<file path="src/rtl/writeback_unit_pkg.sv">
// Shared definitions for the register-file writeback unit: data width, register index width,
// load funct3 encodings and the load-queue entry layout.
package writeback_unit_pkg;

   localparam int unsigned XLEN  = 32;
   localparam int unsigned REG_W = 5;

   typedef enum logic [2:0] {
      LdB  = 3'b000,
      LdH  = 3'b001,
      LdW  = 3'b010,
      LdBu = 3'b100,
      LdHu = 3'b101
   } ldFunct3E;

   typedef struct packed {
      logic [REG_W-1:0] rd;
      logic [2:0]       funct3;
      logic [1:0]       ofs;
   } lqEntryT;

endpackage

</file>
<file path="src/rtl/writeback_unit_if.sv">
// Bundle of ALU, load-issue, memory-return, decode and write-port signals of the writeback unit.
// The writeback unit is the master (it drives the register-file write port).
interface writeback_unit_if #(
   parameter int unsigned XLEN = writeback_unit_pkg::XLEN
);
   logic                                 iALU_VALID;
   logic [writeback_unit_pkg::REG_W-1:0] iALU_RD;
   logic [XLEN-1:0]                      iALU_DATA;
   logic                                 oALU_READY;
   logic                                 iLD_ISSUE;
   logic [writeback_unit_pkg::REG_W-1:0] iLD_RD;
   logic [2:0]                           iLD_FUNCT3;
   logic [1:0]                           iLD_OFS;
   logic                                 oLD_READY;
   logic                                 iMEM_VALID;
   logic [XLEN-1:0]                      iMEM_DATA;
   logic [writeback_unit_pkg::REG_W-1:0] iRS1;
   logic [writeback_unit_pkg::REG_W-1:0] iRS2;
   logic                                 oSTALL;
   logic                                 oWB_VALID;
   logic [writeback_unit_pkg::REG_W-1:0] oWB_RD;
   logic [XLEN-1:0]                      oWB_DATA;
   logic                                 oLQ_UNDERFLOW;

   modport master (
      input  iALU_VALID, iALU_RD, iALU_DATA, iLD_ISSUE, iLD_RD, iLD_FUNCT3, iLD_OFS,
             iMEM_VALID, iMEM_DATA, iRS1, iRS2,
      output oALU_READY, oLD_READY, oSTALL, oWB_VALID, oWB_RD, oWB_DATA, oLQ_UNDERFLOW
   );

   modport slave (
      output iALU_VALID, iALU_RD, iALU_DATA, iLD_ISSUE, iLD_RD, iLD_FUNCT3, iLD_OFS,
             iMEM_VALID, iMEM_DATA, iRS1, iRS2,
      input  oALU_READY, oLD_READY, oSTALL, oWB_VALID, oWB_RD, oWB_DATA, oLQ_UNDERFLOW
   );

endinterface

</file>
<file path="src/rtl/writeback_unit_load_extend.sv">
// Selects the byte/halfword lane of a returned memory word and sign- or zero-extends it.
module load_extend
   import writeback_unit_pkg::*;
(
   input  logic [2:0]      funct3,
   input  logic [1:0]      ofs,
   input  logic [XLEN-1:0] word,
   output logic [XLEN-1:0] data
);

   logic [7:0]  byteLane;
   logic [15:0] halfLane;

   always_comb begin
      case (ofs)
         2'd0:    byteLane = word[7:0];
         2'd1:    byteLane = word[15:8];
         2'd2:    byteLane = word[23:16];
         default: byteLane = word[31:24];
      endcase
      // Halfword accesses are assumed aligned, so only ofs[1] picks the lane.
      halfLane = ofs[1] ? word[31:16] : word[15:0];

      data = word;
      case (funct3)
         LdB:     data = {{(XLEN-8){byteLane[7]}}, byteLane};
         LdH:     data = {{(XLEN-16){halfLane[15]}}, halfLane};
         LdBu:    data = {{(XLEN-8){1'b0}}, byteLane};
         LdHu:    data = {{(XLEN-16){1'b0}}, halfLane};
         default: data = word;
      endcase
   end

endmodule

</file>
<file path="src/rtl/writeback_unit.sv">
// Register-file write-side master: arbitrates ALU results against in-order load returns and
// tracks pending load destinations so decode can stall on them.
module writeback_unit #(
   parameter int unsigned LQ_DEPTH = 2,
   parameter int unsigned XLEN     = writeback_unit_pkg::XLEN
) (
   input logic              iCLK,
   input logic              iRST,
   writeback_unit_if.master bus
);
   import writeback_unit_pkg::*;

   localparam int unsigned PtrW = $clog2(LQ_DEPTH);
   localparam int unsigned CntW = PtrW + 1;

   lqEntryT lqMem [LQ_DEPTH];

   logic [PtrW-1:0]  headQ, headD, tailQ, tailD;
   logic [CntW-1:0]  countQ, countD;
   logic [31:0]      pendQ, pendD;
   logic             lqEmpty, lqFull, memPop, ldPush, ldBlocked, ldReady;
   lqEntryT          headEntry, newEntry;
   logic [XLEN-1:0]  ldData;

   logic             wbValidQ, wbValidD, underQ, underD;
   logic [REG_W-1:0] wbRdQ, wbRdD;
   logic [XLEN-1:0]  wbDataQ, wbDataD;

   load_extend uExtend (
      .funct3 (headEntry.funct3),
      .ofs    (headEntry.ofs),
      .word   (bus.iMEM_DATA),
      .data   (ldData)
   );

   always_comb begin
      lqEmpty   = (countQ == '0);
      lqFull    = (countQ == CntW'(LQ_DEPTH));
      headEntry = lqMem[headQ];
      memPop    = bus.iMEM_VALID && !lqEmpty;
      ldBlocked = (bus.iLD_RD != '0) && pendQ[bus.iLD_RD];
      // A same-cycle return frees a slot, so a full queue can still accept an issue.
      ldReady   = (!lqFull || memPop) && !ldBlocked;
      ldPush    = bus.iLD_ISSUE && ldReady;
      newEntry  = '{rd: bus.iLD_RD, funct3: bus.iLD_FUNCT3, ofs: bus.iLD_OFS};

      headD  = headQ + PtrW'(memPop);
      tailD  = tailQ + PtrW'(ldPush);
      countD = countQ + CntW'(ldPush) - CntW'(memPop);

      // Clear before set so a same-cycle reissue to the returning rd stays pending.
      pendD = pendQ;
      if (memPop) pendD[headEntry.rd] = 1'b0;
      if (ldPush && (bus.iLD_RD != '0)) pendD[bus.iLD_RD] = 1'b1;

      wbValidD = 1'b0;
      wbRdD    = '0;
      wbDataD  = '0;
      if (memPop) begin
         wbValidD = 1'b1;
         wbRdD    = headEntry.rd;
         wbDataD  = ldData;
      end else if (bus.iALU_VALID) begin
         wbValidD = 1'b1;
         wbRdD    = bus.iALU_RD;
         wbDataD  = bus.iALU_DATA;
      end
      underD = bus.iMEM_VALID && lqEmpty;
   end

   always_ff @(posedge iCLK) begin
      if (!iRST) begin
         headQ    <= '0;
         tailQ    <= '0;
         countQ   <= '0;
         pendQ    <= '0;
         wbValidQ <= 1'b0;
         wbRdQ    <= '0;
         wbDataQ  <= '0;
         underQ   <= 1'b0;
      end else begin
         headQ    <= headD;
         tailQ    <= tailD;
         countQ   <= countD;
         pendQ    <= pendD;
         wbValidQ <= wbValidD;
         wbRdQ    <= wbRdD;
         wbDataQ  <= wbDataD;
         underQ   <= underD;
      end
   end

   always_ff @(posedge iCLK) begin
      if (ldPush) lqMem[tailQ] <= newEntry;
   end

   assign bus.oALU_READY    = !memPop;
   assign bus.oLD_READY     = ldReady;
   assign bus.oSTALL        = ((bus.iRS1 != '0) && pendQ[bus.iRS1]) ||
                              ((bus.iRS2 != '0) && pendQ[bus.iRS2]);
   assign bus.oWB_VALID     = wbValidQ;
   assign bus.oWB_RD        = wbRdQ;
   assign bus.oWB_DATA      = wbDataQ;
   assign bus.oLQ_UNDERFLOW = underQ;

endmodule

</file>
<file path="src/flat_wrapper.sv">
// flat-port wrapper written by rule: the top's interface ports become plain ports
module writeback_unit_flat import writeback_unit_pkg::*;
#(
   parameter int unsigned LQ_DEPTH = 2,
   parameter int unsigned XLEN     = writeback_unit_pkg::XLEN
)
  (iCLK, iRST, bus_iALU_VALID, bus_iALU_RD, bus_iALU_DATA, bus_iLD_ISSUE, bus_iLD_RD, bus_iLD_FUNCT3, bus_iLD_OFS, bus_iMEM_VALID, bus_iMEM_DATA, bus_iRS1, bus_iRS2, bus_oALU_READY, bus_oLD_READY, bus_oSTALL, bus_oWB_VALID, bus_oWB_RD, bus_oWB_DATA, bus_oLQ_UNDERFLOW);
  writeback_unit_if #(.XLEN(XLEN)) bus_i ();
  input logic iCLK;
  input logic iRST;
  input wire logic [$bits(bus_i.iALU_VALID)-1:0] bus_iALU_VALID;
  input wire logic [$bits(bus_i.iALU_RD)-1:0] bus_iALU_RD;
  input wire logic [$bits(bus_i.iALU_DATA)-1:0] bus_iALU_DATA;
  input wire logic [$bits(bus_i.iLD_ISSUE)-1:0] bus_iLD_ISSUE;
  input wire logic [$bits(bus_i.iLD_RD)-1:0] bus_iLD_RD;
  input wire logic [$bits(bus_i.iLD_FUNCT3)-1:0] bus_iLD_FUNCT3;
  input wire logic [$bits(bus_i.iLD_OFS)-1:0] bus_iLD_OFS;
  input wire logic [$bits(bus_i.iMEM_VALID)-1:0] bus_iMEM_VALID;
  input wire logic [$bits(bus_i.iMEM_DATA)-1:0] bus_iMEM_DATA;
  input wire logic [$bits(bus_i.iRS1)-1:0] bus_iRS1;
  input wire logic [$bits(bus_i.iRS2)-1:0] bus_iRS2;
  output wire logic [$bits(bus_i.oALU_READY)-1:0] bus_oALU_READY;
  output wire logic [$bits(bus_i.oLD_READY)-1:0] bus_oLD_READY;
  output wire logic [$bits(bus_i.oSTALL)-1:0] bus_oSTALL;
  output wire logic [$bits(bus_i.oWB_VALID)-1:0] bus_oWB_VALID;
  output wire logic [$bits(bus_i.oWB_RD)-1:0] bus_oWB_RD;
  output wire logic [$bits(bus_i.oWB_DATA)-1:0] bus_oWB_DATA;
  output wire logic [$bits(bus_i.oLQ_UNDERFLOW)-1:0] bus_oLQ_UNDERFLOW;
  assign bus_i.iALU_VALID = bus_iALU_VALID;
  assign bus_i.iALU_RD = bus_iALU_RD;
  assign bus_i.iALU_DATA = bus_iALU_DATA;
  assign bus_i.iLD_ISSUE = bus_iLD_ISSUE;
  assign bus_i.iLD_RD = bus_iLD_RD;
  assign bus_i.iLD_FUNCT3 = bus_iLD_FUNCT3;
  assign bus_i.iLD_OFS = bus_iLD_OFS;
  assign bus_i.iMEM_VALID = bus_iMEM_VALID;
  assign bus_i.iMEM_DATA = bus_iMEM_DATA;
  assign bus_i.iRS1 = bus_iRS1;
  assign bus_i.iRS2 = bus_iRS2;
  assign bus_oALU_READY = bus_i.oALU_READY;
  assign bus_oLD_READY = bus_i.oLD_READY;
  assign bus_oSTALL = bus_i.oSTALL;
  assign bus_oWB_VALID = bus_i.oWB_VALID;
  assign bus_oWB_RD = bus_i.oWB_RD;
  assign bus_oWB_DATA = bus_i.oWB_DATA;
  assign bus_oLQ_UNDERFLOW = bus_i.oLQ_UNDERFLOW;
  writeback_unit #(.LQ_DEPTH(LQ_DEPTH), .XLEN(XLEN)) u_core (.iCLK(iCLK), .iRST(iRST), .bus(bus_i));
endmodule
</file>
<file path="config.mk">
export PLATFORM = sky130hd
export DESIGN_NAME = writeback_unit_flat
export DESIGN_NICKNAME = d
export VERILOG_FILES = /design/src/rtl/writeback_unit_pkg.sv /design/src/rtl/writeback_unit_if.sv /design/src/rtl/writeback_unit_load_extend.sv /design/src/rtl/writeback_unit.sv /design/src/flat_wrapper.sv
export SDC_FILE = /design/constraint.sdc
export NUM_CORES = 1
export LEC_CHECK = 0
export ABC_AREA = 1
export BUFFER_PORTS_ARGS = -buffer_cell sky130_fd_sc_hd__buf_2
export CAP_MARGIN = 10
export CORE_AREA = 2 2 119 98
export DETAILED_ROUTE_END_ITERATION = 12
export DIE_AREA = 0 0 121 100
export PLACE_DENSITY_LB_ADDON = 0.05
export SYNTH_ARGS = -nofsm -noshare
export SYNTH_HDL_FRONTEND = slang
export SYNTH_SLANG_ARGS = --single-unit
</file>
<file path="constraint.sdc">
create_clock -name iCLK -period 3.2 [get_ports iCLK]
set_input_delay 0 -clock iCLK [delete_from_list [all_inputs] [get_ports iCLK]]
set_output_delay 0 -clock iCLK [all_outputs]
set_load 0.01 [all_outputs]
</file>
Word level (Yosys, flattened, before mapping) --
Memory sizes are Yosys's and may differ from the RTL's. A register that Yosys moved wholly into a read port is not among the register bits. Cells that the tools add are included.
Word-level totals: register bits 75, bits in writable memories 20, input port bits 94, output and inout bits 42, logic and storage cells 74, memories 1
Memories:
- u_core.lqMem | depth 2, bits a word 10, rd ports 1, clocked after memory_dff 1, wr ports 1, line writeback_unit.sv:16 | lqEntryT lqMem [LQ_DEPTH];
Operators by class: add/subtract/negate cells 4, order comparisons 6, equal/unequal tests 6, muxes and demuxes 24, bitwise logic cells 3, reduce and logical (&&, ||, !) cells 22
Operators by type and width (count):
- 32-bit 2-to-1 mux | 4
- 32-bit one-hot mux with 4 select lines | 1
- 32-bit bitwise AND | 1
- 32-bit inverter | 1
- 32-bit OR | 1
- 5-bit by 6-bit less-than comparator with 1-bit output, second input constant | 4
- 8-bit one-hot mux with 3 select lines | 1
- 16-bit 2-to-1 mux | 1
- 1-bit binary-select mux with 5-bit select | 3
- 5-bit nonzero test | 3
- 1-bit demux with 5-bit select | 2
- 5-bit by 1-bit >= comparator with 1-bit output, second input constant | 2
- 1-bit logical AND | 10
- 1-bit 2-to-1 mux | 10
- 5-bit 2-to-1 mux | 2
- 3-bit == test, second input constant | 2
- 2-bit == test, second input constant | 2
- 1-bit logical NOT | 4
- 2-bit logical NOT | 2
- 3-bit by 1-bit == test with 1-bit output, second input constant | 1
- 3-bit logical NOT | 1
- 1-bit adder | 2
- 2-bit by 1-bit adder with 2-bit output | 1
- 2-bit by 1-bit == test with 1-bit output, second input constant | 1
- other kinds (2) | 3

Logic depth before layout (Yosys ltp) --
Gate-level depths: netlist of the first run.
depth after elaboration 9, depth in mapped cells 17, mapped depth without buffers 16

Hierarchy --
Synthesis of the first run repeated with hierarchy kept, for this count alone.
Unflattened totals: cells, all modules 858, area total of the unflattened synthesis 5630.4 um^2
Modules (own cells, without submodules):
- writeback_unit | times used 1, cells an instance 695, area each 4772.1 um^2, seq. area each 2122.0 um^2
- load_extend | times used 1, cells an instance 163, area each 858.3 um^2, seq. area each 0.0 um^2

Worst setup path after synthesis of the first run --
No wires, ideal clock.
kind register to register, start register u_core.countQ[1], end register u_core.countQ[1], setup time 70 ps, arrival time 1955 ps, required time 3130 ps, path slack 1175 ps, cell stages (with the launch flop) 11, path buffers 2, period minus slack after synthesis 2025 ps, path through dfxtp_1 > nor2_1 > nor2_2 > clkbuf_1 > clkbuf_1 > ha_1 > inv_1 > ha_1 > xor2_1 > o21ai_0 > a21oi_1
On the way: longest elaborated chain between the ends 8, elaborated cells between the ends (all ways) 10, those cells by class add/sub: 2; eq/ne: 1; reduce/logical: 7
RTL lines:
- from (decl) | line writeback_unit.sv:19 | logic [CntW-1:0] countQ, countD;
- from (signal assigned) | line writeback_unit.sv:84 | countQ <= countD;
- 2-bit logical NOT | line writeback_unit.sv:37 | lqEmpty = (countQ == '0);
- 1-bit logical NOT | line writeback_unit.sv:40 | memPop = bus.iMEM_VALID && !lqEmpty;
- 1-bit logical AND | line writeback_unit.sv:40
- 1-bit logical OR | line writeback_unit.sv:43 | ldReady = (!lqFull || memPop) && !ldBlocked;
- 1-bit logical AND | line writeback_unit.sv:43
- 1-bit logical AND | line writeback_unit.sv:44 | ldPush = bus.iLD_ISSUE && ldReady;
- 2-bit by 1-bit adder with 2-bit output | line writeback_unit.sv:49 | countD = countQ + CntW'(ldPush) - CntW'(memPop);
- 2-bit by 1-bit subtractor with 2-bit output * | line writeback_unit.sv:49
Every way passes the cells marked *; elsewhere a longest branch is shown, timed or not. A chain may end at the register's enable or synchronous reset.

==> results of run 1 <==
-- worst paths after layout --
| check | to | start |
|---|---|---|
| worst max register to register | u_core.bus.oWB_DATA[30]$_SDFF_PN0_ | flip-flop |
| worst min-delay path | u_core.bus.oWB_DATA[18]$_SDFF_PN0_ | bus_iALU_DATA[18] |
| worst max-delay path | u_core.bus.oWB_DATA[30]$_SDFF_PN0_ | flip-flop |
| worst min register to register | u_core.pendQ[0]$_SDFF_PN0_ | u_core.pendQ[0]$_SDFF_PN0_ |
-- power breakdown --
group / leakage (uW) / switching [uW] / internal (uW)
Clock: 0.000144 / 507 / 590
Combinational: 0.00234 / 897 / 456
Sequential: 0.000809 / 59.5 / 1380
-- through the flow --
stage               setup slack, ns  util (%)  hold WS [ns]  instances  power [uW]
floorplan                     1.175         -       0.09345        834        2304
global placement             0.7008     55.84        0.1987       1089        2676
detailed placement           0.6753     55.84        0.1956       1089        2697
CTS                          0.1326     63.95      0.007021       1164        3865
global route                0.04156     63.96       0.03927       1164        4101
finish                       0.2267     63.96      0.006345       1164        3887
-- flip-flops by register name, summed over array words and instances (netlist names), named ones only --
register / count
u_core.bus.oLQ_UNDERFLOW: 1
u_core.bus.oWB_VALID: 1
u_core.pendQ: 32
u_core.headQ: 1
u_core.tailQ: 1
u_core.bus.oWB_RD: 5
u_core.bus.oWB_DATA: 32
u_core.lqMem: 20
u_core.countQ: 2
-- layer usage --
layer	part of all wire (%)	global-route usage [%]
met5	0	0
met1	44	40.00
met2	46	48.40
met4	1.3	7.782
met3	8.9	6.080
-- worst register-to-register path, stage by stage, from the launching register on --
cell           delay, ns
dfxtp_2             0.45
inv_2               0.12
or2_1               0.24
o21ai_2             0.29
inv_2               0.34
nor2_2              0.26
nand4_4             0.23
o21ai_4             0.27
o21ai_1             0.12
dlygate4sd3_1       0.58
inv_1               0.05
-- cell families after synthesis --
logic type / Yosys count
AOI/OAI and AO/OA: 196
DFF: 96
muxes: 1
adders and majority gates: 4
xor gates and xnor gates: 1
and+or+nand+nor: 418
buffers and inverters: 118
-- timing repair --
item	in CTS	in global routing
endpoints found under the hold margin	59	0
resized for setup	0	1
buffers inserted	0	0
hold buffers	59	0
endpoints found under the setup margin	0	12
-- final cells by class --
type,count,area (um2)
clock buffer,10,250.2
clock inverter,6,57.56
fill,1005,3993
inverter,84,315.3
multi-input combinational,620,2844
sequential,96,2123
tap,148,185.2
timing repair buffer,200,1311
-- cells in the final DEF, fill, tap and decap left out, types with 2 or more instances in the layout --
cell type / count
a211oi_1: 3
a21boi_0: 12
a21oi_1: 78
buf_2: 135
buf_4: 6
clkbuf_16: 10
clkinvlp_4: 2
dfxtp_1: 75
dlygate4sd3_1: 59
edfxtp_1: 20
ha_1: 4
inv_1: 67
inv_2: 16
inv_6: 3
nand2_1: 226
nand3_1: 9
nand4_1: 3
nor2_1: 156
nor3_1: 3
nor3_2: 7
o211ai_1: 10
o21ai_0: 58
o21ai_1: 24
o22ai_1: 3
o31ai_1: 3
or2_1: 2
or2_2: 3
==> summary.txt, run 1 <==
Route
  • Final wirelength: 17910 um
  • DR pass1 iterations: 5
  • 1st-iter DRT viols: 682
  • Via count: 6135
  • DRC: 0
  • Routed Antenna Nets: 0
  • Via-to-Cell Ratio: 5.271
  • WL/cell: 15.39 um

Die
  • Cell row count: 35
  • Die area: 12100 um2
  • Initial Util: 49.06%
  • Core area: 11080 um2
  • Horiz. Die Dim: 121 um
  • Die H: 100 um
  • Num ports: 136

Critical path
  • WS Path Type: reg2reg
  • Startpoint types: flip-flop
  • Worst R2R Path Depth: 10
  • Critical path fanouts, max: 19
  • Crit path max-delay family: buffers and inverters
  • Critical path buffers and inverters: 4
  • Worst EP required: 3.50 ns
  • CP max stage delay: 0.58 ns
  • R2R Setup Slk: 0.23 ns
  • Worst path depth: 10
  • Worst path slowest cell: dlygate4sd3_1
  • Critical path endpoint category: flip-flop
  • CP Cell Sequence: inv_2 -> or2_1 -> o21ai_2 -> inv_2 -> nor2_2 -> nand4_4 -> o21ai_4 -> o21ai_1 -> dlygate4sd3_1 -> inv_1
  • Arrival time worst endpoint: 3.28 ns
  • Most common cell on crit path: inv_2

Logic synthesis
  • Commonest cells post-synth: 226 x nand2_1, 156 x nor2_1, 78 x a21oi_1, 76 x dfxtp_1, 67 x inv_1
  • Ranking of synthesized cells by area: dfxtp_1 28%, nand2_1 16%, edfxtp_1 11%, nor2_1 11%, a21oi_1 7.2%
  • Fraction of registers with async set/reset: 0%
  • Share of the synthesized area in the top cell type: 27.99%
  • Post-synthesis sequential area ratio: 39.04%
  • Synth warn: 0
  • Avg Cell Area, Syn: 6.517 um2
  • Largest family of logic cells by synthesized area: simple AND/OR/NAND/NOR gates
  • Post-synth cell types: 41
  • Largest area contributor in the netlist: dfxtp_1
  • Synth Register Bits: 96
  • Post-synthesis mux area share: 0.1842%
  • Post-Synth XOR/XNOR Area: 0.1611%
  • Post-synthesis cell count: 834
  • Synth Area in Compound Gates: 19.94%
  • Post-synth net total: 932
  • Simple-gate share of the synthesized area: 31.03%
  • Adder-cell share of the synthesized area: 0.9208%
  • Post-synth top flop: dfxtp_1
  • Synthesized area: 5435 um2
  • Post-synth EDFFs: 20
  • Cell with the most instances after synthesis: nand2_1

Placement
  • Area post-placement: 6187 um2
  • Post-DP HPWL: 12820 um
  • Port Buffers: 135
  • Routability congestion estimate: 0.9165

STA
  • Highest Clock Rate: 0.3363 GHz
  • Worst Tran Pin Value: 0.8053 ns
  • Final worst-path cycle share: 92.92%
  • RSZ-0062 raised after global routing: false
  • Final setup fails: 0
  • Setup TNS: 0 ns
  • Max-slew violations: 0
  • Setup Skew: 0.006947 ns
  • Final hold violations: 0
  • Final worst path period need: 2.973 ns
  • Rel. slew slack: 46.11%

Hold path
  • Hold depth: 5
  • Worst min-delay path category: in2reg

GRT
  • Global-route wire length before repair: 28100 um
  • Vias in the first global route: 5752
  • Total track usage: 29.57%
  • Initial antenna violation count: 0
  • GR Overflow Total: 0
  • Largest net degree at the start of global routing: 56

Job
  • Max cap viols: 0

Clock tree
  • H-tree depth: 3
  • Clk_lat worst skew: 0.35 ns
  • CTS tree: built
  • CTS Root Cell: clkbuf_16
  • CTS Sinks: 96
  • Total CTS buffers: 9
  • Deepest clock path buffer count: 2
  • Clock slew at reported path FFs: 0.07 ns

Final layout
  • Layout cells sized above 1: 18.90%
  • Ant. Diodes: 0
  • Area Overhead vs Synth: 30.39%
  • Layout net count: 1109
  • Final instance area: 7087 um2

Outcome
  • Run status: finished clean

Power and ir drop
  • Worst vdd ir: 492.3 uV
  • Pwr dens: 548.5 nW/um2
  • Static leakage: 0.003291 uW
Note: power is estimated with default switching activity, not from simulation.
==> run 2: changes to the inputs <==
Settings changed: CORE_AREA 2 2 119 98 to 2 2 121 99, CTS_BUF_LIST set to sky130_fd_sc_hd__clkbuf_8, DIE_AREA 0 0 121 100 to 0 0 123 101, SYNTH_HIERARCHICAL set to 1.
==> run 2 against run 1 <==
Combinational power rose by 14%; via count grew 1.2%; critical path depth shrank 4; worst hold slack gained 0.017 ns; non-clock buffer count decreased by 11; total power fell by 2.0%; clock power shrank 27%.
==> summary.txt, run 2 <==
Placement
  • Post-DP HPWL: 13200 um (+3.0%)
  • Routability congestion estimate: 0.9869 (+7.7%)
  • Port Buffers: 135 (unchanged)

Route
  • 1st-iter DRT viols: 523 (-23%)
  • WL/cell: 15.80 um (+2.7%)
  • Final wirelength: 18470 um (+3.1%)
  • Routed Antenna Nets: 0 (unchanged)
  • Via count: 6211 (+1.2%)
  • Via-to-Cell Ratio: 5.313 (+0.81%)
  • DR pass1 iterations: 5 (unchanged)
  • DRC: 0 (unchanged)

STA
  • Final worst path period need: 2.516 ns (-0.4573 ns)
  • Final setup fails: 0 (unchanged)
  • Rel. slew slack: 29.45% (-17 points)
  • Max-slew violations: 0 (unchanged)
  • Final worst-path cycle share: 78.63% (-14 points)
  • Worst Tran Pin Value: 1.057 ns (+0.2517 ns)
  • Setup Skew: 0.01178 ns (+0.004834 ns)
  • Highest Clock Rate: 0.3974 GHz (+18%)
  • Setup TNS: 0 ns (unchanged)
  • RSZ-0062 raised after global routing: false
  • Final hold violations: 0 (unchanged)
  • WHS: 0.02361 ns (+0.01726 ns)

Critical path
  • Startpoint types: flip-flop
  • Worst R2R Path Depth: 6 (-4)
  • Worst EP required: 3.51 ns (about the same)
  • Arrival time worst endpoint: 2.82 ns (-0.46 ns)
  • Worst setup path end: u_core/bus.oWB_DATA[12]$_SDFF_PN0_
  • WS Path Type: reg2reg
  • Critical path fanouts, max: 34 (+15)
  • Critical path endpoint category: flip-flop
  • R2R Setup Slk: 0.68 ns (+0.46 ns)
  • Reg-to-Reg End: u_core/bus.oWB_DATA[12]$_SDFF_PN0_

Power and ir drop
  • Worst vdd ir: 375.8 uV (-24%)
  • Pwr dens: 545.7 nW/um2 (-0.51%)
  • Total Power: 3811 uW (-2.0%)
  • Sw Share: 41.80% (+4.2 points)
  • Total net switching power: 1593 uW (+8.9%)
  • Pint: 2218 uW (-8.5%)
  • Comb pwr share: 40.3% (+5.5 points)
  • Part of the power in registers: 38.6% (+1.6 points)
  • Static leakage: 0.003305 uW (+0.41%)
  • Clk network pwr share: 21.1% (-7.1 points)

GRT
  • Vias in the first global route: 5550 (-3.5%)
  • Global-route wire length before repair: 28820 um (+2.6%)
  • Largest net degree at the start of global routing: 43 (-23%)
  • Initial antenna violation count: 0 (unchanged)
  • Total track usage: 29.98% (+0.41 points)
  • GR Overflow Total: 0 (unchanged)

Clock tree
  • Clk_lat worst skew: 0.38 ns (+0.03 ns)
  • Deepest clock path buffer count: 2 (unchanged)
  • Total CTS buffers: 9 (unchanged)
  • CTS Root Cell: clkbuf_8
  • Clock slew at reported path FFs: 0.11 ns (+0.04 ns)
  • CTS tree: built
  • H-tree depth: 3 (unchanged)
  • CTS Sinks: 96 (unchanged)

Final layout
  • Commonest non-fill, non-tap cell in the layout: nand2_1
  • Layout fillers: 1107 (+10%)
  • Layout cells sized above 1: 19.29% (+0.40 points)
  • Layout net count: 1112 (+0.27%)
  • Most frequent cells in the layout: 205 x nand2_1, 200 x nor2_1, 135 x buf_2
  • Final core area utilization: 61.81% (-2.2 points)
  • Area Overhead vs Synth: 24.02%
  • Ant. Diodes: 0 (unchanged)

Logic synthesis
  • Ranking of synthesized cells by area: dfxtp_1 27%, nand2_1 14%, nor2_1 13%, edfxtp_1 11%, a21oi_1 7.0%
  • Avg Cell Area, Syn: 6.562 um2 (+0.69%)
  • Post-synth top flop: dfxtp_1
  • Post-synth net total: 954 (+2.4%)
  • Post-synthesis sequential area ratio: 37.69% (-1.4 points)
  • Post-synthesis cell count: 858 (+2.9%)
  • Synthesized area: 5630 um2 (+3.6%)
  • Fraction of registers with async set/reset: 0% (unchanged)
  • Commonest cells post-synth: 205 x nand2_1, 200 x nor2_1, 79 x a21oi_1, 76 x dfxtp_1, 57 x inv_1
  • Synth warn: 6 (+6)
  • Share of the synthesized area in the top cell type: 27.02% (-0.97 points)
  • Post-synth cell types: 39 (-4.9%)
  • Synth Register Bits: 96 (unchanged)
  • Cell with the most instances after synthesis: nand2_1
  • Largest area contributor in the netlist: dfxtp_1
  • Post-synth EDFFs: 20 (unchanged)

Die
  • Core area: 11300 um2 (+2.0%)
  • Cell row count: 35 (unchanged)
  • Die H: 101 um (+1.0%)
  • Initial Util: 49.83% (+0.78 points)
  • Die area: 12420 um2 (+2.7%)
  • Horiz. Die Dim: 123 um (+1.7%)
  • Num ports: 136 (unchanged)

Hold path
  • Worst min-delay path category: in2reg

Outcome
  • Run status: finished clean

Job
  • Max cap viols: 0 (unchanged)
## run 2: cell types whose count changed in the layout (fill, tap and decap cells not counted), sizes merged, moves of 18 or more
cell | before | now
nor3 | 10 | 42
nand3 | 9 | 36
nor2 | 158 | 203
o21ai | 84 | 45
nand2 | 227 | 207
inv | 86 | 68
## run 2: repair_timing
item,in CTS,in global routing
endpoints found under the setup margin,0,0
hold buffers,48,0
resized for setup,0,0
setup buffers,0,0
endpoints found under the hold margin,60,0
## run 2: power by group through the flow
stage | logic, uW | clock network [uW] | registers [uW]
floorplan | 1020 | 0 | 1530
global placement | 1450 | 0 | 1490
detailed placement | 1460 | 0 | 1500
CTS | 1510 | 819 | 1470
global route | 1690 | 866 | 1480
finish | 1540 | 804 | 1470
## run 2: cell type report
type	instances	area [um2]	area share [%]
Sequential cell	96	2122	30.39
Inverter	66	247.7	3.548
Timing Repair Buffer	189	1201	17.20
Multi-Input combinational cell	654	3029	43.38
Tap cell	148	185.2	2.652
Clock inverter	7	73.82	1.057
Clock buffer	9	123.9	1.774
## run 2: cell families (layout without fill, tap and decap cells)
logic type      count (synthesis)  in the layout  synth area share, %
fa+ha+maj                       2              2               0.4444
simple gates                  493            493                37.11
compound gates                152            152                14.76
flops                          96             96                37.69
xor+xnor                        1              1               0.1556
mux                             6              6                1.178
buf+inv                       108            271                8.667
## run 2: how the worst min path moves through the flow
stage,startpoint,to,cells past startpoint
floorplan,iRST,u_core/countQ[0]$_SDFF_PN0_,2
global placement,bus_iLD_OFS[1],u_core/lqMem[0][1]$_DFFE_PP_,1
CTS,bus_iLD_RD[1],u_core/lqMem[0][6]$_DFFE_PP_,1
global route,bus_iLD_RD[1],u_core/lqMem[0][6]$_DFFE_PP_,1
finish,bus_iLD_RD[1],u_core/lqMem[0][6]$_DFFE_PP_,1
detailed placement,bus_iLD_FUNCT3[2],u_core/lqMem[1][4]$_DFFE_PP_,1
## run 2: per-stage QoR
| step | cell area [um2] | instances | setup WS [ns] |
|---|---|---|---|
| after CTS | 6983 | 1169 | 0.7089 |
| final | 6983 | 1169 | 0.6839 |
| after floorplan | 5630 | 858 | 1.323 |
| after global placement | 6305 | 1105 | 0.7987 |
| after detailed placement | 6305 | 1105 | 0.7481 |
| after global routing | 6983 | 1169 | 0.5172 |
## run 2: metal layers
| metal | wire (um) | global-route usage [%] |
|---|---|---|
| met1 | 8606 | 45.46 |
| met2 | 7702 | 44.41 |
| met3 | 1903 | 4.921 |
| met4 | 259 | 6.731 |
| met5 | 0 | 0 |
## run 2: critical path: stages, from the launching register on
cell and delay, ns:
dfxtp_1 0.65, mux2_2 0.65, nor3_4 0.28, nand3_4 0.33
a21oi_1 0.25, nor2_1 0.07, nor3_1 0.19
==> run 3: changes to the inputs <==
Settings changed: CORE_AREA 2 2 121 99 to 2 2 122 100, DIE_AREA 0 0 123 101 to 0 0 124 102.
Clock period 3.2 ns to 2.05 ns, I/O delays scaled along.
==> run 3 against run 2 <==
Die area rose by 1.8%; critical endpoint is now u_core/bus.oWB_DATA[28]$_SDFF_PN0_; register-to-register slack lost 0.60 ns; core utilization rose by 3.0 points; via count rose by 0.43%.
==> summary.txt, run 3 (same netlist as run 2, synthesis figures left out) <==
Outcome
  • Run status: finished clean

Placement
  • Post-DP HPWL: 13160 um (-0.36%)
  • Area post-placement: 6595 um2 (+4.6%)
  • Routability congestion estimate: 0.9140 (-7.4%)
  • Port Buffers: 135 (unchanged)

STA
  • Setup Skew: 0.01160 ns (-0.0001849 ns)
  • Final hold violations: 0 (unchanged)
  • Max-slew violations: 0 (unchanged)
  • Worst Tran Pin Value: 0.5025 ns (-0.5545 ns)
  • RSZ-0062 raised after global routing: true
  • Highest Clock Rate: 0.5091 GHz (+28%)
  • Final worst-path cycle share: 95.82% (+17 points)
  • Final worst path period need: 1.964 ns (-0.5517 ns)
  • Rel. slew slack: 66.37% (+37 points)
  • Setup TNS: 0 ns (unchanged)
  • Final setup fails: 0 (unchanged)

Die
  • Horiz. Die Dim: 124 um (+0.81%)
  • Die area: 12650 um2 (+1.8%)
  • Die H: 102 um (+0.99%)
  • Num ports: 136 (unchanged)
  • Initial Util: 49.45% (-0.38 points)
  • Core area: 11390 um2 (+0.78%)
  • Cell row count: 35 (unchanged)

Final layout
  • Layout fillers: 1086 (-1.9%)
  • Final instance area: 7375 um2 (+5.6%)
  • Most frequent cells in the layout: 204 x nand2_1, 200 x nor2_1, 133 x buf_2
  • Area Overhead vs Synth: 30.98%
  • Layout net count: 1151 (+3.5%)
  • Commonest non-fill, non-tap cell in the layout: nand2_1
  • Layout cells sized above 1: 23.21% (+3.9 points)
  • Final core area utilization: 64.77% (+3.0 points)

Critical path
  • WS Path Type: reg2reg
  • CP Cell Sequence: mux2_2 -> nand3_1 -> nand2_1 -> inv_2 -> nand3_4 -> nand3_1 -> nor2_1 -> nor3_1
  • Arrival time worst endpoint: 2.25 ns (-0.57 ns)
  • Worst EP required: 2.33 ns (-1.18 ns)
  • Critical path fanouts, max: 24 (-29%)
  • CP max stage delay: 0.41 ns (-0.24 ns)
  • Worst path slowest cell: mux2_2
  • Startpoint types: flip-flop
  • R2R Setup Slk: 0.09 ns (-0.60 ns)
  • Most common cell on crit path: nand3_1
  • Critical path endpoint category: flip-flop

Clock tree
  • CTS tree: built
  • CTS Sinks: 96 (unchanged)
  • Clock slew at reported path FFs: 0.10 ns (about the same)
  • Deepest clock path buffer count: 2 (unchanged)
  • CTS Root Cell: clkbuf_8
  • Total CTS buffers: 9 (unchanged)
  • H-tree depth: 3 (unchanged)
  • Clk_lat worst skew: 0.37 ns (about the same)

GRT
  • Vias in the first global route: 5720 (+3.1%)
  • Largest net degree at the start of global routing: 39 (-9.3%)
  • Initial antenna violation count: 1 (+1)
  • Global-route wire length before repair: 29520 um (+2.4%)
  • GR Overflow Total: 0 (unchanged)
  • Met2 Usage GRT: 45.52% (+1.1 points)
  • Grt peak-use layer: met1
  • Total track usage: 30.68% (+0.70 points)
  • Grt met1 use: 45.84% (+0.39 points)
  • GR Util met3: 4.911% (-0.010 points)

Route
  • DR pass1 iterations: 7 (+2)
  • Via-to-Cell Ratio: 5.160 (-2.9%)
  • Routed Antenna Nets: 0 (unchanged)
  • WL/cell: 15.52 um (-1.8%)
  • Via count: 6238 (+0.43%)
  • 1st-iter DRT viols: 648 (+24%)
  • DRC: 0 (unchanged)
  • Final wirelength: 18760 um (+1.6%)

Power and ir drop
  • Static leakage: 0.003536 uW (+7.0%)
  • Comb pwr share: 41.1% (+0.8 points)
  • Clk network pwr share: 22.4% (+1.3 points)
  • Worst vdd ir: 669.9 uV (+78%)
  • Total net switching power: 2447 uW (+54%)
  • Sw Share: 39.11% (-2.7 points)
  • Pwr dens: 848.4 nW/um2 (+55%)
  • Part of the power in registers: 36.5% (-2.1 points)
  • Pint: 3809 uW (+72%)

Job
  • Max cap viols: 0 (unchanged)

Hold path
  • Worst min-delay path category: in2reg
  • Min-delay src: bus_iALU_VALID
run 3: power groups by stage:
stage                     Sequential (uW)  Clock [uW]  Combinational [uW]
after CTS                            2280        1430                2490
after detailed placement             2320           0                2400
after floorplan                      2380           0                1590
after global routing                 2310        1500                2860
final                                2280        1400                2570
after global placement               2320           0                2400
run 3: routing by layer:
| layer | vias up | wire length, um |
|---|---|---|
| met5 | - | 0 |
| met4 | 0 | 366 |
| met3 | 28 | 1803 |
| met2 | 316 | 7581 |
| met1 | 2738 | 9012 |
| li1 | 3156 | - |
run 3: cell type report:
cell class | instances | area [um2] | area share (%)
Tap cell | 148 | 185.2 | 2.511
Antenna cell | 1 | 2.502 | 0.03393
Timing Repair Buffer | 228 | 1511 | 20.50
Clock inverter | 7 | 97.59 | 1.323
Sequential cell | 96 | 2127 | 28.84
Clock buffer | 9 | 123.9 | 1.680
Inverter | 66 | 247.7 | 3.359
Multi-Input combinational cell | 654 | 3079 | 41.75
run 3: critical path: cells and delay by family, from the launching register on:
kind	cells	cell delay (ns)
DFF	1	0.40
and+or+nand+nor	6	0.98
muxes	1	0.41
buffers and inverters	1	0.07
run 3: path summary, 6_finish.rpt:
check,depth (start not counted),endpoint
setup / recovery,8,u_core/bus.oWB_DATA[28]$_SDFF_PN0_
hold / removal,3,u_core/bus.oWB_RD[0]$_SDFF_PN0_
setup reg to reg,8,u_core/bus.oWB_DATA[28]$_SDFF_PN0_
hold reg to reg,2,flip-flop
run 3: per-stage QoR:
stage / hold WS [ns] / worst slack (ns) / instances / total power (uW)
floorplan: 0.09345 / 0.1726 / 858 / 3977
global placement: 0.1893 / 0.05087 / 1142 / 4722
detailed placement: 0.1910 / 0.003788 / 1142 / 4725
CTS: 0.02298 / 0.07925 / 1206 / 6199
global route: 0.07012 / -0.05722 / 1209 / 6672
finish: 0.03801 / 0.08563 / 1209 / 6256
run 3: repair_timing:
| action | CTS | global route |
|---|---|---|
| buffers inserted | 0 | 3 |
| hold buffers | 48 | 1 |
| gates resized for setup | 2 | 18 |
| pin swaps | 0 | 6 |
| endpoints found under the hold margin | 62 | 2 |
| setup endpoints to repair | 1 | 25 |
